**src/rtl/decomp_pkg.sv**
```systemverilog
// Shared types and defaults for the decompressor line sequencer.
package decomp_pkg;
  localparam int LINE_W          = 128;
  localparam int LINE_CNT_W_DFLT = 10;

  typedef enum logic [2:0] {IDLE, PRIME, RUN, STALL, RAW, DONE} seq_state_e;
endpackage

```
**src/rtl/line_skid_buf.sv**
```systemverilog
// Two-entry valid/ready line buffer with occupancy; a push while full with no pop is dropped and flagged.
module line_skid_buf
  import decomp_pkg::*;
#(
  parameter int W     = LINE_W,
  parameter int DEPTH = 2
) (
  input  logic         clk_i,
  input  logic         reset_i,
  input  logic         wr_vld_i,
  input  logic [W-1:0] wr_dat_i,
  output logic         wr_err_o,
  output logic         rd_vld_o,
  output logic [W-1:0] rd_dat_o,
  input  logic         rd_rdy_i,
  output logic [1:0]   occ_o,
  output logic         full_o
);
  logic [W-1:0] mem_q [2];
  logic         rd_ptr_q, wr_ptr_q;
  logic [1:0]   occ_q, occ_d;
  logic         push, pop;

  always_comb begin
    full_o   = (occ_q == 2'(DEPTH));
    rd_vld_o = (occ_q != 2'd0);
    pop      = rd_vld_o && rd_rdy_i;
    // A pop in the same cycle frees the slot, so a full buffer can still take a write.
    push     = wr_vld_i && (!full_o || pop);
    wr_err_o = wr_vld_i && !push;
    occ_d    = occ_q + {1'b0, push} - {1'b0, pop};
    rd_dat_o = rd_vld_o ? mem_q[rd_ptr_q] : '0;
    occ_o    = occ_q;
  end

  always_ff @(posedge clk_i) begin
    if (reset_i) begin
      mem_q[0] <= '0;
      mem_q[1] <= '0;
      rd_ptr_q <= 1'b0;
      wr_ptr_q <= 1'b0;
      occ_q    <= 2'd0;
    end else begin
      if (push) begin
        mem_q[wr_ptr_q] <= wr_dat_i;
        wr_ptr_q        <= ~wr_ptr_q;
      end
      if (pop) rd_ptr_q <= ~rd_ptr_q;
      occ_q <= occ_d;
    end
  end
endmodule

```
**src/rtl/decomp_line_sequencer.sv**
```systemverilog
// Feeds one block of lines through the word decompressor (or bypasses it for raw blocks) into a skid buffer.
// DECOMP_SEQ_PERF_EN adds saturating stall/backpressure cycle counters.
module decomp_line_sequencer
  import decomp_pkg::*;
#(
  parameter int WIDTH_DATA_IN = LINE_W,
  parameter int LINE_CNT_W    = LINE_CNT_W_DFLT,
  parameter int SKID_DEPTH    = 2
) (
  input  logic                     i_clk,
  input  logic                     i_reset,
  input  logic                     i_start,
  input  logic                     i_start_comp,
  input  logic [LINE_CNT_W-1:0]    i_out_lines,
  input  logic                     i_in_valid,
  output logic                     o_in_ready,
  input  logic [WIDTH_DATA_IN-1:0] i_in_data,
  output logic                     o_dec_en,
  output logic                     o_dec_update,
  output logic [WIDTH_DATA_IN-1:0] o_dec_data,
  output logic                     o_comp_flag,
  input  logic                     i_dec_need,
  input  logic                     i_dec_valid,
  input  logic [WIDTH_DATA_IN-1:0] i_dec_data,
  output logic                     o_out_valid,
  input  logic                     i_out_ready,
  output logic [WIDTH_DATA_IN-1:0] o_out_data,
  output logic                     o_out_last,
  output logic                     o_busy,
  output logic                     o_done
`ifdef DECOMP_SEQ_PERF_EN
  ,
  output logic [31:0]              o_stall_cycles,
  output logic [31:0]              o_bp_cycles
`endif
);
  localparam logic [LINE_CNT_W-1:0] CNT_ONE = 1;

  seq_state_e               state_q, state_d;
  logic                     err_q;
  logic [LINE_CNT_W-1:0]    lines_q, out_cnt_q, out_cnt_d, wr_cnt_q, wr_cnt_d;
  logic [1:0]               occ;
  logic                     skid_full, skid_wr_vld, skid_wr_err;
  logic [WIDTH_DATA_IN-1:0] skid_wr_dat;
  logic                     comp_act, in_fire, pop, wr_room, bp, start_ok;

  always_comb begin
    state_d    = state_q;
    o_in_ready = 1'b0;
    o_dec_en   = 1'b0;
    comp_act   = 1'b0;
    // One slot stays free for a line already in flight from the decompressor.
    bp         = (occ != 2'd0) && !i_out_ready;
    wr_room    = (wr_cnt_q != lines_q);
    start_ok   = (state_q == IDLE) && i_start;
    case (state_q)
      IDLE: begin
        if (i_start) begin
          if (i_out_lines == '0)  state_d = DONE;
          else if (i_start_comp)  state_d = PRIME;
          else                    state_d = RAW;
        end
      end
      PRIME: begin
        comp_act   = 1'b1;
        o_dec_en   = 1'b1;
        o_in_ready = !skid_full;
        if (i_in_valid && !skid_full) state_d = RUN;
      end
      RUN: begin
        comp_act   = 1'b1;
        o_dec_en   = !bp;
        o_in_ready = i_dec_need && !skid_full;
        if (i_dec_need && !i_in_valid) state_d = STALL;
      end
      STALL: begin
        comp_act   = 1'b1;
        o_in_ready = !skid_full;
        if (i_in_valid && !skid_full) state_d = RUN;
      end
      RAW:     o_in_ready = !skid_full && wr_room;
      DONE:    state_d = IDLE;
      default: state_d = IDLE;
    endcase

    in_fire      = i_in_valid && o_in_ready;
    pop          = o_out_valid && i_out_ready;
    o_out_last   = o_out_valid && (out_cnt_q == lines_q - CNT_ONE);
    if (pop && o_out_last && (state_q != IDLE) && (state_q != DONE)) state_d = DONE;

    skid_wr_vld  = comp_act ? (i_dec_valid && wr_room) : ((state_q == RAW) && in_fire);
    skid_wr_dat  = comp_act ? i_dec_data : i_in_data;
    o_dec_update = comp_act && in_fire;
    o_dec_data   = o_dec_update ? i_in_data : '0;
    o_comp_flag  = comp_act;
    o_busy       = (state_q != IDLE) || err_q;
    o_done       = (state_q == DONE);
    out_cnt_d    = out_cnt_q + (pop ? CNT_ONE : '0);
    wr_cnt_d     = wr_cnt_q + ((skid_wr_vld && !skid_wr_err) ? CNT_ONE : '0);
  end

  always_ff @(posedge i_clk) begin
    if (i_reset) begin
      state_q   <= IDLE;
      err_q     <= 1'b0;
      lines_q   <= '0;
      out_cnt_q <= '0;
      wr_cnt_q  <= '0;
    end else begin
      state_q <= state_d;
      err_q   <= err_q || skid_wr_err;
      if (start_ok) begin
        lines_q   <= i_out_lines;
        out_cnt_q <= '0;
        wr_cnt_q  <= '0;
      end else begin
        out_cnt_q <= out_cnt_d;
        wr_cnt_q  <= wr_cnt_d;
      end
    end
  end

  line_skid_buf #(.W(WIDTH_DATA_IN), .DEPTH(SKID_DEPTH)) u_skid (
    .clk_i    (i_clk),
    .reset_i  (i_reset),
    .wr_vld_i (skid_wr_vld),
    .wr_dat_i (skid_wr_dat),
    .wr_err_o (skid_wr_err),
    .rd_vld_o (o_out_valid),
    .rd_dat_o (o_out_data),
    .rd_rdy_i (i_out_ready),
    .occ_o    (occ),
    .full_o   (skid_full)
  );

  a_no_overflow: assert property (@(posedge i_clk) disable iff (i_reset) !skid_wr_err);

`ifdef DECOMP_SEQ_PERF_EN
  logic [31:0] stall_cnt_q, bp_cnt_q;

  always_ff @(posedge i_clk) begin
    if (i_reset || start_ok) begin
      stall_cnt_q <= '0;
      bp_cnt_q    <= '0;
    end else begin
      if ((state_q == STALL) && (stall_cnt_q != '1)) stall_cnt_q <= stall_cnt_q + 32'd1;
      if ((state_q != IDLE) && bp && (bp_cnt_q != '1)) bp_cnt_q <= bp_cnt_q + 32'd1;
    end
  end

  assign o_stall_cycles = stall_cnt_q;
  assign o_bp_cycles    = bp_cnt_q;
`endif
endmodule

```
**config.mk**
```make
export PLATFORM = sky130hd
export DESIGN_NAME = decomp_line_sequencer
export DESIGN_NICKNAME = d
export VERILOG_FILES = /design/src/rtl/decomp_pkg.sv /design/src/rtl/line_skid_buf.sv /design/src/rtl/decomp_line_sequencer.sv
export SDC_FILE = /design/constraint.sdc
export NUM_CORES = 1
export LEC_CHECK = 0
export ABC_AREA = 1
export CORE_AREA = 2 2 212 214
export CTS_BUF_LIST = sky130_fd_sc_hd__clkbuf_2 sky130_fd_sc_hd__clkbuf_4 sky130_fd_sc_hd__clkbuf_8
export DETAILED_ROUTE_END_ITERATION = 7
export DIE_AREA = 0 0 214 216
export GPL_TIMING_DRIVEN = 0
export SETUP_SLACK_MARGIN = 0.3
export SYNTH_ARGS = -nofsm -noshare
export SYNTH_HDL_FRONTEND = slang
export SYNTH_SLANG_ARGS = --single-unit
export TNS_END_PERCENT = 30
```
**constraint.sdc**
```tcl
create_clock -name i_clk -period 6.2 [get_ports i_clk]
set_input_delay 0.93 -clock i_clk [delete_from_list [all_inputs] [get_ports i_clk]]
set_output_delay 0.93 -clock i_clk [all_outputs]
set_load 0.01 [all_outputs]
```
==> reports/qor.txt, run 1 <==
final worst slack: 1.94 ns
Design Area, Final: 22,400 um^2
clock-pin slew on the worst setup and hold paths: 0.06 ns
worst r2r src: state_q[1]
RSZ-0062 raised after global routing: false
CTS Root Buffer Type: clkbuf_8
vias per cell: 4.71
area of the multi-input gates: 5430 um^2
crit share post-route: 68.8%
number of global-route vias before repair: 14.3k
Worst EP arrival: 3.33 ns
GP Congestion: 0.951
initial cell density of the core: 34.6%
distinct cell type count after synthesis: 31
Residual DRC: 0
Slew Viols, Final: 0
post-synthesis mux area share: 0%
Leak: 9.21 nW
most frequent cells in the layout: 537 x clkdlybuf4s50_1, 458 x nand2_1, 408 x nor2_1
ANT cells: 0
sequential cell area: 8470 um^2
simple-gate area share of the yosys netlist: 23.8%
Mapped Area: 15,200 um^2
row count: 77
Fill cells: 4,204
Net count, final: 2,735
DR iter-0 viols: 892
initial antenna violation count: 0
Synth Instances: 1,860
worst-path fanout max: 10
Hold Crit Start: u_skid.rd_ptr_q
Final Hold Viols: 0
Avg Synthesized Cell Area: 8.15 um^2
Die X: 214 um
xor/xnor cell area share of the yosys netlist: 0.924%
Worst Tran Pin Value: 0.917 ns
Finished Layout Cells: 3,081
Worst Setup End Kind: output port
Post-DP HPWL: 41,800 um
cell area power density: 380 nW/um^2
worst skew pair latency: 0.59 ns
post-layout min period: 4.26 ns
sequential area share after synthesis: 55.8%
Synth Area in Compound Gates: 10.4%
Core ar.: 43,800 um^2
Vias: 14.5k
MaxCap Viol Count: 0
Fin Clk Skew: 0.0395 ns
share of cells above drive strength 1: 6.51%
Synth area leader: edfxtp_1
router iterations before antenna repair: 5
global-route wire length before repair: 83,200 um
GR Overflow Total: 0
CTS buffer count: 51
total power: 8.52 mW
I/O Buffers: 537
# setup viols final: 0
kind of critical path: reg2out
worst hold path type: reg2reg
io pins: 538
largest net degree at the start of global routing: 50
worst vdd rail ir drop: 0.211 mV
placed insts: 2,993
Post-CTS Hold Fix Bufs: 0
FF-to-FF path depth: 9
R2R Setup Slk: 3.12 ns
top cell type's share of synthesized area: 50.7%
yosys warns: 0
post-route ant nets: 0
Max Clk Rate: 235 MHz
chip height: 216 um
CTS tree: yes
WL/cell: 18.2 um
Worst setup SP type: flip-flop
status: finished, final reports clean
die area: 46,200 um^2
critical path required time: 5.27 ns
# clock sinks: 295
Place WS: 1.94 ns
number of synthesized register bits: 295
# H-tree levels: 2
Hold Slack: 0.471 ns
Post-CTS Resized: 0
setup bufs post-CTS: 0
largest family of logic cells by synthesized area: simple AND/OR/NAND/NOR gates
area of placed instances: 21,400 um^2
CTS max path bufs: 3
area delta synth->final: 47.9%
Setup TNS: 0 ns
Routed WL: 56,000 um
R2R Path End: u_skid.mem_q[0][31]
Post-Syn Nets: 2,141
Core Util, Final: 51.2%
Synth Area in Adders: 0.578%
Area contributors post-synth: edfxtp_1 51%, nand2_1 11%, nor2_1 10%, a21oi_1 5.2%, dfxtp_1 5.1%
Total GRT Usage: 23.4%
WHS Path Cells: 1
commonest non-fill, non-tap cell in the layout: clkdlybuf4s50_1
max_slew headroom: 38.9%
[state kept, by name, indices dropped and copies added, names as in the netlist, named ones only]
register and cells:
u_skid.occ_o 2, err_q 1, wr_cnt_q 10, state_q 3, u_skid.rd_ptr_q 1, u_skid.mem_q 256, u_skid.wr_ptr_q 1, lines_q 10
out_cnt_q 10
[cells by family (layout without fill, tap and decap cells)]
group                    count (synthesis)  in the layout
AND/OR/NAND/NOR                        927            927
AO/OA/AOI/OAI                          312            312
buffers and inverters                  303            932
flip-flops                             295            295
XOR/XNOR                                16             16
adder cells (fa/ha/maj)                  7              7
[metal layers]
metal,global-route usage [%],routed length [um],up-vias
met4,5.50,1080,0
met3,5.12,3760,67
met5,0,0,-
met1,28.8,22900,6810
li1,-,-,7143
met2,41.7,28300,499
[worst max path at each step]
stage | start | to | slack, ns
2_1_floorplan | i_in_valid | u_skid.mem_q[0][0] | 1.25
3_3_place_gp | i_reset | u_skid.mem_q[0][43] | -1.68
3_5_place_dp | i_dec_need | o_dec_data[18] | 1.94
4_1_cts | lines_q[8] | o_dec_data[18] | 1.82
5_1_grt | lines_q[4] | o_dec_data[18] | 1.68
6_report | lines_q[3] | o_dec_data[18] | 1.94
[area by class of cell]
type	count	area share [%]
clock buffers	67	3.72
well taps	592	3.30
multi-input cells	1262	24.2
plain buffers	116	2.61
clock inverters	21	0.870
flip-flops and latches	295	37.8
repair buffers	541	24.4
inverters	187	3.13
[power by group]
| group | total [mW] | switching (mW) | internal, mW |
|---|---|---|---|
| registers | 2.58 | 0.0933 | 2.49 |
| clock network | 1.83 | 0.787 | 1.04 |
| logic | 4.11 | 2.67 | 1.44 |
| total | 8.52 | 3.55 | 4.97 |
[synth_stat cells]
master,number
nor2_2,20
a21oi_1,158
o211ai_1,1
a31oi_1,1
inv_2,9
nor3_1,10
nand3_1,13
clkbuf_1,67
nand4_2,1
xnor2_1,5
ha_1,7
buf_1,5
buf_4,15
and2_1,1
inv_1,178
nor2_1,408
and3_1,1
o21ai_1,25
dfxtp_1,39
nand3b_1,1
edfxtp_1,256
nor4_1,3
buf_2,20
nand4_1,3
xor2_1,11
buf_6,9
o21ai_0,126
nor3b_1,5
nand2_2,1
o21bai_2,1
nand2_1,460
[critical path: stages (launching register included)]
cell,delay (ns)
dfxtp_1,0.43
inv_2,0.09
nand2_1,0.08
nand2_1,0.05
nor2_1,0.08
nand3_1,0.13
o21bai_2,0.15
nand2_1,0.08
nand3_1,0.14
buf_2,0.49
buf_2,0.38
nor2_1,0.08
clkdlybuf4s50_1,0.55
(Power assumes the default switching activity.)
==> inputs of run 2 (changes only) <==
- clock period: 6.2 -> 4 ns (I/O delays scaled with it)
==> reports/qor.txt, run 2 (synthesis gave the netlist of run 1 again) <==
die area: 46,200 um^2
kind of critical path: reg2out
Worst EP arrival: 2.96 ns
Worst Tran Pin Value: 0.836 ns
Worst Setup End Kind: output port
# H-tree levels: 2
Routed WL: 56,900 um
WHS Path Cells: 1
WL/cell: 18.5 um
max_slew headroom: 44.3%
Net count, final: 2,733
Vias: 14.6k
crit share post-route: 88.9%
final worst slack: 0.444 ns
area delta synth->final: 48.2%
Slew Viols, Final: 0
largest net degree at the start of global routing: 91
worst-path fanout max: 10
initial cell density of the core: 34.6%
worst hold path type: reg2reg
worst r2r src: lines_q[2]
number of global-route vias before repair: 14.5k
chip height: 216 um
ANT cells: 0
Worst setup SP type: flip-flop
commonest non-fill, non-tap cell in the layout: clkdlybuf4s50_1
clock-pin slew on the worst setup and hold paths: 0.06 ns
FF-to-FF path depth: 14
post-route ant nets: 0
I/O Buffers: 537
R2R Path End: u_skid.mem_q[0][106]
GP Congestion: 0.963
Residual DRC: 0
Core ar.: 43,800 um^2
Die X: 214 um
worst skew pair latency: 0.59 ns
router iterations before antenna repair: 5
CTS Root Buffer Type: clkbuf_8
worst vdd rail ir drop: 0.383 mV
RSZ-0062 raised after global routing: true
io pins: 538
Leak: 9.24 nW
DR iter-0 viols: 748
critical path required time: 3.40 ns
Total GRT Usage: 23.9%
Max Clk Rate: 281 MHz
vias per cell: 4.74
CTS tree: yes
Post-DP HPWL: 42,400 um
share of cells above drive strength 1: 6.74%
global-route wire length before repair: 84,700 um
# clock sinks: 295
R2R Setup Slk: 0.82 ns
# setup viols final: 0
Place WS: 0.284 ns
CTS buffer count: 50
max reg flops: 256
most frequent cells in the layout: 537 x clkdlybuf4s50_1, 458 x nand2_1, 408 x nor2_1
GR Overflow Total: 0
Final Hold Viols: 0
Setup TNS: 0 ns
CTS max path bufs: 3
row count: 77
Biggest register: u_skid.mem_q
MaxCap Viol Count: 0
post-layout min period: 3.56 ns
Fin Clk Skew: 0.0260 ns
cell area power density: 591 nW/um^2
status: finished, final reports clean
Hold Crit Start: u_skid.rd_ptr_q
initial antenna violation count: 0
==> run 2: cell count changes in the layout (fill, tap and decap cells not counted), moves of 3 or more <==
cell,change
clkbuf_2,+5
clkbuf_1,-5
clkinv_2,-3
clkbuf_4,+5
buf_2,-6
clkinv_1,+5
==> run 2: worst max path at each step <==
stage	end	cells past startpoint	slack, ns
floorplan	u_skid.mem_q[1][0]	8	-0.63
global placement	u_skid.mem_q[1][42]	9	-3.37
detailed placement	o_dec_data[95]	8	0.28
CTS	o_dec_data[17]	11	0.25
global route	o_dec_data[120]	12	0.22
finish	o_out_data[17]	5	0.44
==> run 2: critical path: stages (launching register included) <==
cell             delay [ns]
dfxtp_1                0.34
clkbuf_2               0.40
clkbuf_1               0.60
nand2_1                0.21
a21oi_1                0.19
clkdlybuf4s50_1        0.62
==> run 2: what timing repair did <==
action                                  4_1_cts  5_1_grt
buffers inserted                              0        0
gates resized for setup                       9       10
hold buffers                                  0        0
endpoints found under the setup margin      211      125
==> run 2: power breakdown <==
part / switching (mW) / internal (mW) / leakage [nW] / total [mW]
combinational: 4.18 / 2.25 / 5.72 / 6.42
clock: 1.24 / 1.63 / 0.555 / 2.87
sequential: 0.145 / 3.85 / 2.97 / 4.00
total: 5.56 / 7.73 / 9.24 / 13.3
==> run 2: layout make-up <==
| class | count | area (um^2) |
|---|---|---|
| inverters | 187 | 702 |
| well taps | 592 | 741 |
| clock inverters | 23 | 199 |
| clock buffers | 69 | 850 |
| plain buffers | 116 | 622 |
| flip-flops and latches | 295 | 8470 |
| multi-input cells | 1262 | 5440 |
| repair buffers | 540 | 5460 |
| fillers | 4179 | 21400 |
==> run 2: metal layers <==
layer | global-route usage [%] | part of all wire, %
met1 | 28.1 | 40
met2 | 42.6 | 50
met3 | 5.44 | 7.0
met4 | 8.65 | 3.2
met5 | 0 | 0
==> run 2: metrics by stage <==
| stage | std cells | cell area [um^2] | total power [mW] | util [%] | hold WS, ns |
|---|---|---|---|---|---|
| after detailed placement | 2992 | 21400 | 10.5 | 48.8 | 0.447 |
| after global routing | 3084 | 22500 | 14.1 | 51.3 | 0.475 |
| after global placement | 2989 | 21300 | 10.5 | 48.6 | 0.437 |
| final | 3084 | 22500 | 13.3 | 51.3 | 0.459 |
| after floorplan | 1860 | 15200 | 7.26 | - | 0.426 |
| after CTS | 3084 | 22500 | 13.4 | 51.2 | 0.455 |
==> inputs of run 3 (changes only) <==
- CORE_AREA: 2 2 212 214 -> 2 2 208 210
- DIE_AREA: 0 0 214 216 -> 0 0 210 212
- PLACE_DENSITY: unset -> 0.68
- SYNTH_HIERARCHICAL: unset -> 1
==> reports/qor.txt, run 3 <==
status: finished, final reports clean
most frequent cells after synthesis: 476 x nand2_1, 454 x nor2_1, 310 x inv_1, 256 x edfxtp_1, 153 x o21ai_0
post-route ant nets: 0
crit share post-route: 88.1%
Final Hold Viols: 0
kind of critical path: reg2out
Area contributors post-synth: edfxtp_1 48%, nand2_1 11%, nor2_1 11%, inv_1 7.3%, dfxtp_1 4.9%
worst r2r src: state_q[1]
area delta synth->final: 45.3%
worst-path fanout max: 10
Synth area leader: edfxtp_1
Post-CTS Hold Fix Bufs: 0
number of synthesized register bits: 295
# setup viols final: 0
initial cell density of the core: 37.3%
chip height: 212 um
Hold Crit Start: err_q
Max Clk Rate: 284 MHz
vias per cell: 4.73
top cell type's share of synthesized area: 48.4%
Worst Tran Pin Value: 1.18 ns
clock-pin slew on the worst setup and hold paths: 0.06 ns
cell family with most CP delay: buffers and inverters
max reg flops: 256
I/O Buffers: 537
worst-path cell chain: buf_2 > xor2_1 > nor2_1 > nand2_1 > o21ai_1 > nand2_1 > nand3_2 > buf_12 > buf_6 > nor2_1 > clkdlybuf4s50_1
# clock sinks: 295
Design Area, Final: 23,100 um^2
ANT cells: 0
max_slew headroom: 21.1%
router iterations before antenna repair: 6
worst path bufs/invs: 4
CTS Root Buffer Type: clkbuf_8
commonest non-fill, non-tap cell in the layout: clkdlybuf4s50_1
Post-DP HPWL: 40,000 um
Routed WL: 54,500 um
Finished Layout Cells: 3,199
die area: 44,500 um^2
worst vdd rail ir drop: 0.291 mV
Avg Synthesized Cell Area: 7.85 um^2
Clk pwr share: 26.1%
CTS buffer count: 49
worst hold path type: reg2reg
Power Internal: 6.49 mW
Worst Setup End Kind: output port
Fin Clk Skew: 0.0459 ns
Biggest register: u_skid/mem_q
Most used DFF post-synth: edfxtp_1
CP startpoint: lines_q[6]
DR iter-0 viols: 1,076
MaxCap Viol Count: 0
worst skew pair latency: 0.61 ns
sequential area share after synthesis: 53.4%
final worst slack: 0.474 ns
critical path required time: 3.40 ns
yosys warns: 6
Die X: 210 um
RSZ-0062 raised after global routing: true
Synth Instances: 2,022
Net count, final: 2,894
switching share of total power: 36.0%
Slew Viols, Final: 0
post-layout min period: 3.53 ns
Net Switching: 3.64 mW
area of placed instances: 22,000 um^2
# H-tree levels: 2
cell area power density: 440 nW/um^2
share of cells above drive strength 1: 7.31%
Mapped Area: 15,900 um^2
number of global-route vias before repair: 14.8k
global-route wire length before repair: 80,800 um
row count: 76
Total GRT Usage: 23.6%
count leader, synth: nand2_1
Worst setup SP type: flip-flop
total power: 10.1 mW
Comb power frac: 37.5%
io pins: 538
largest net degree at the start of global routing: 88
GR Overflow Total: 0
Hold Slack: 0.477 ns
GP Congestion: 0.846
sequential power share: 36.3%
Fill cells: 3,991
Residual DRC: 0
Place WS: 0.310 ns
initial antenna violation count: 2
CTS max path bufs: 3
Vias: 15.1k
CP max-delay cell: clkdlybuf4s50_1
Leak: 9.85 nW
placed insts: 3,108
distinct cell type count after synthesis: 28
most frequent cells in the layout: 530 x clkdlybuf4s50_1, 474 x nand2_1, 450 x nor2_1
WL/cell: 17.0 um
CP max stage delay: 0.57 ns
Async SR Flop Fraction: 0%
Post-Syn Nets: 2,303
CTS tree: yes
Core ar.: 42,500 um^2
Worst EP arrival: 2.93 ns
EDFF count, synth: 256
## run 3: cell count changes after synthesis, sizes merged, moves of 4 or more
cell / previous run / this run
nor3: 10 / 6
inv: 187 / 315
clkbuf: 67 / 22
nor2: 428 / 456
a21oi: 158 / 150
o21ai: 151 / 155
nand2: 461 / 476
buf: 49 / 96
nand3: 13 / 17
## run 3: kinds of logic after synthesis
group | Yosys count | synth area share (%)
flops | 295 | 53.4
compound gates | 307 | 9.71
buf+inv | 433 | 12.2
xor+xnor | 17 | 0.938
fa+ha+maj | 7 | 0.552
simple gates | 963 | 23.3
## run 3: cell type report
class,count,area (um^2),share of cell area [%]
inverters,315,1180,5.13
flip-flops and latches,295,8470,36.7
well taps,546,683,2.96
plain buffers,118,762,3.30
clock inverters,18,118,0.510
clock buffers,73,855,3.71
multi-input cells,1294,5520,23.9
repair buffers,540,5480,23.7
## run 3: repair_timing
action,4_1_cts,5_1_grt
setup endpoints to repair,7,70
setup buffers,0,0
resized for setup,5,13
hold endpoints to repair,0,0
cloned,0,0
## run 3: metrics by stage
stage               util [%]  TNS (ns)
CTS                     54.2         0
global route            54.3         0
floorplan                  -   -102.36
global placement        51.6   -617.36
detailed placement      51.8         0
finish                  54.3         0
## run 3: routing by layer
metal	GRT usage [%]	share of wire [%]	vias to the layer above	routed length [um]
met2	40.6	49	540	26500
met4	10.3	4.2	0	2270
li1	-	-	7489	-
met3	5.14	6.8	107	3700
met5	0	0	-	0
met1	28.7	40	7011	22000
## run 3: power by group through the flow
| stage | Clock, mW | Combinational, mW | Sequential, mW |
|---|---|---|---|
| after floorplan | 0 | 1.91 | 3.74 |
| after global placement | 0 | 3.76 | 3.76 |
| after detailed placement | 0 | 3.81 | 3.74 |
| after CTS | 2.71 | 3.84 | 3.68 |
| after global routing | 2.84 | 4.18 | 3.71 |
| final | 2.65 | 3.80 | 3.68 |
## run 3: worst register-to-register path: stages (launching register included)
cell	delay (ns)
dfxtp_1	0.42
nor2_2	0.10
nor2_4	0.32
buf_2	0.31
o211ai_1	0.15
nand2_1	0.17
nand4_2	0.18
buf_4	0.26
buf_4	0.23
nand2_8	0.31
buf_16	0.40
## run 3: worst paths after layout
path / slack (ns) / depth (start not counted) / to
min reg2reg: 0.48 / 2 / err_q
max reg2reg: 0.60 / 10 / u_skid/mem_q[0][10]
max: 0.47 / 11 / o_dec_data[89]
min: 0.48 / 2 / err_q
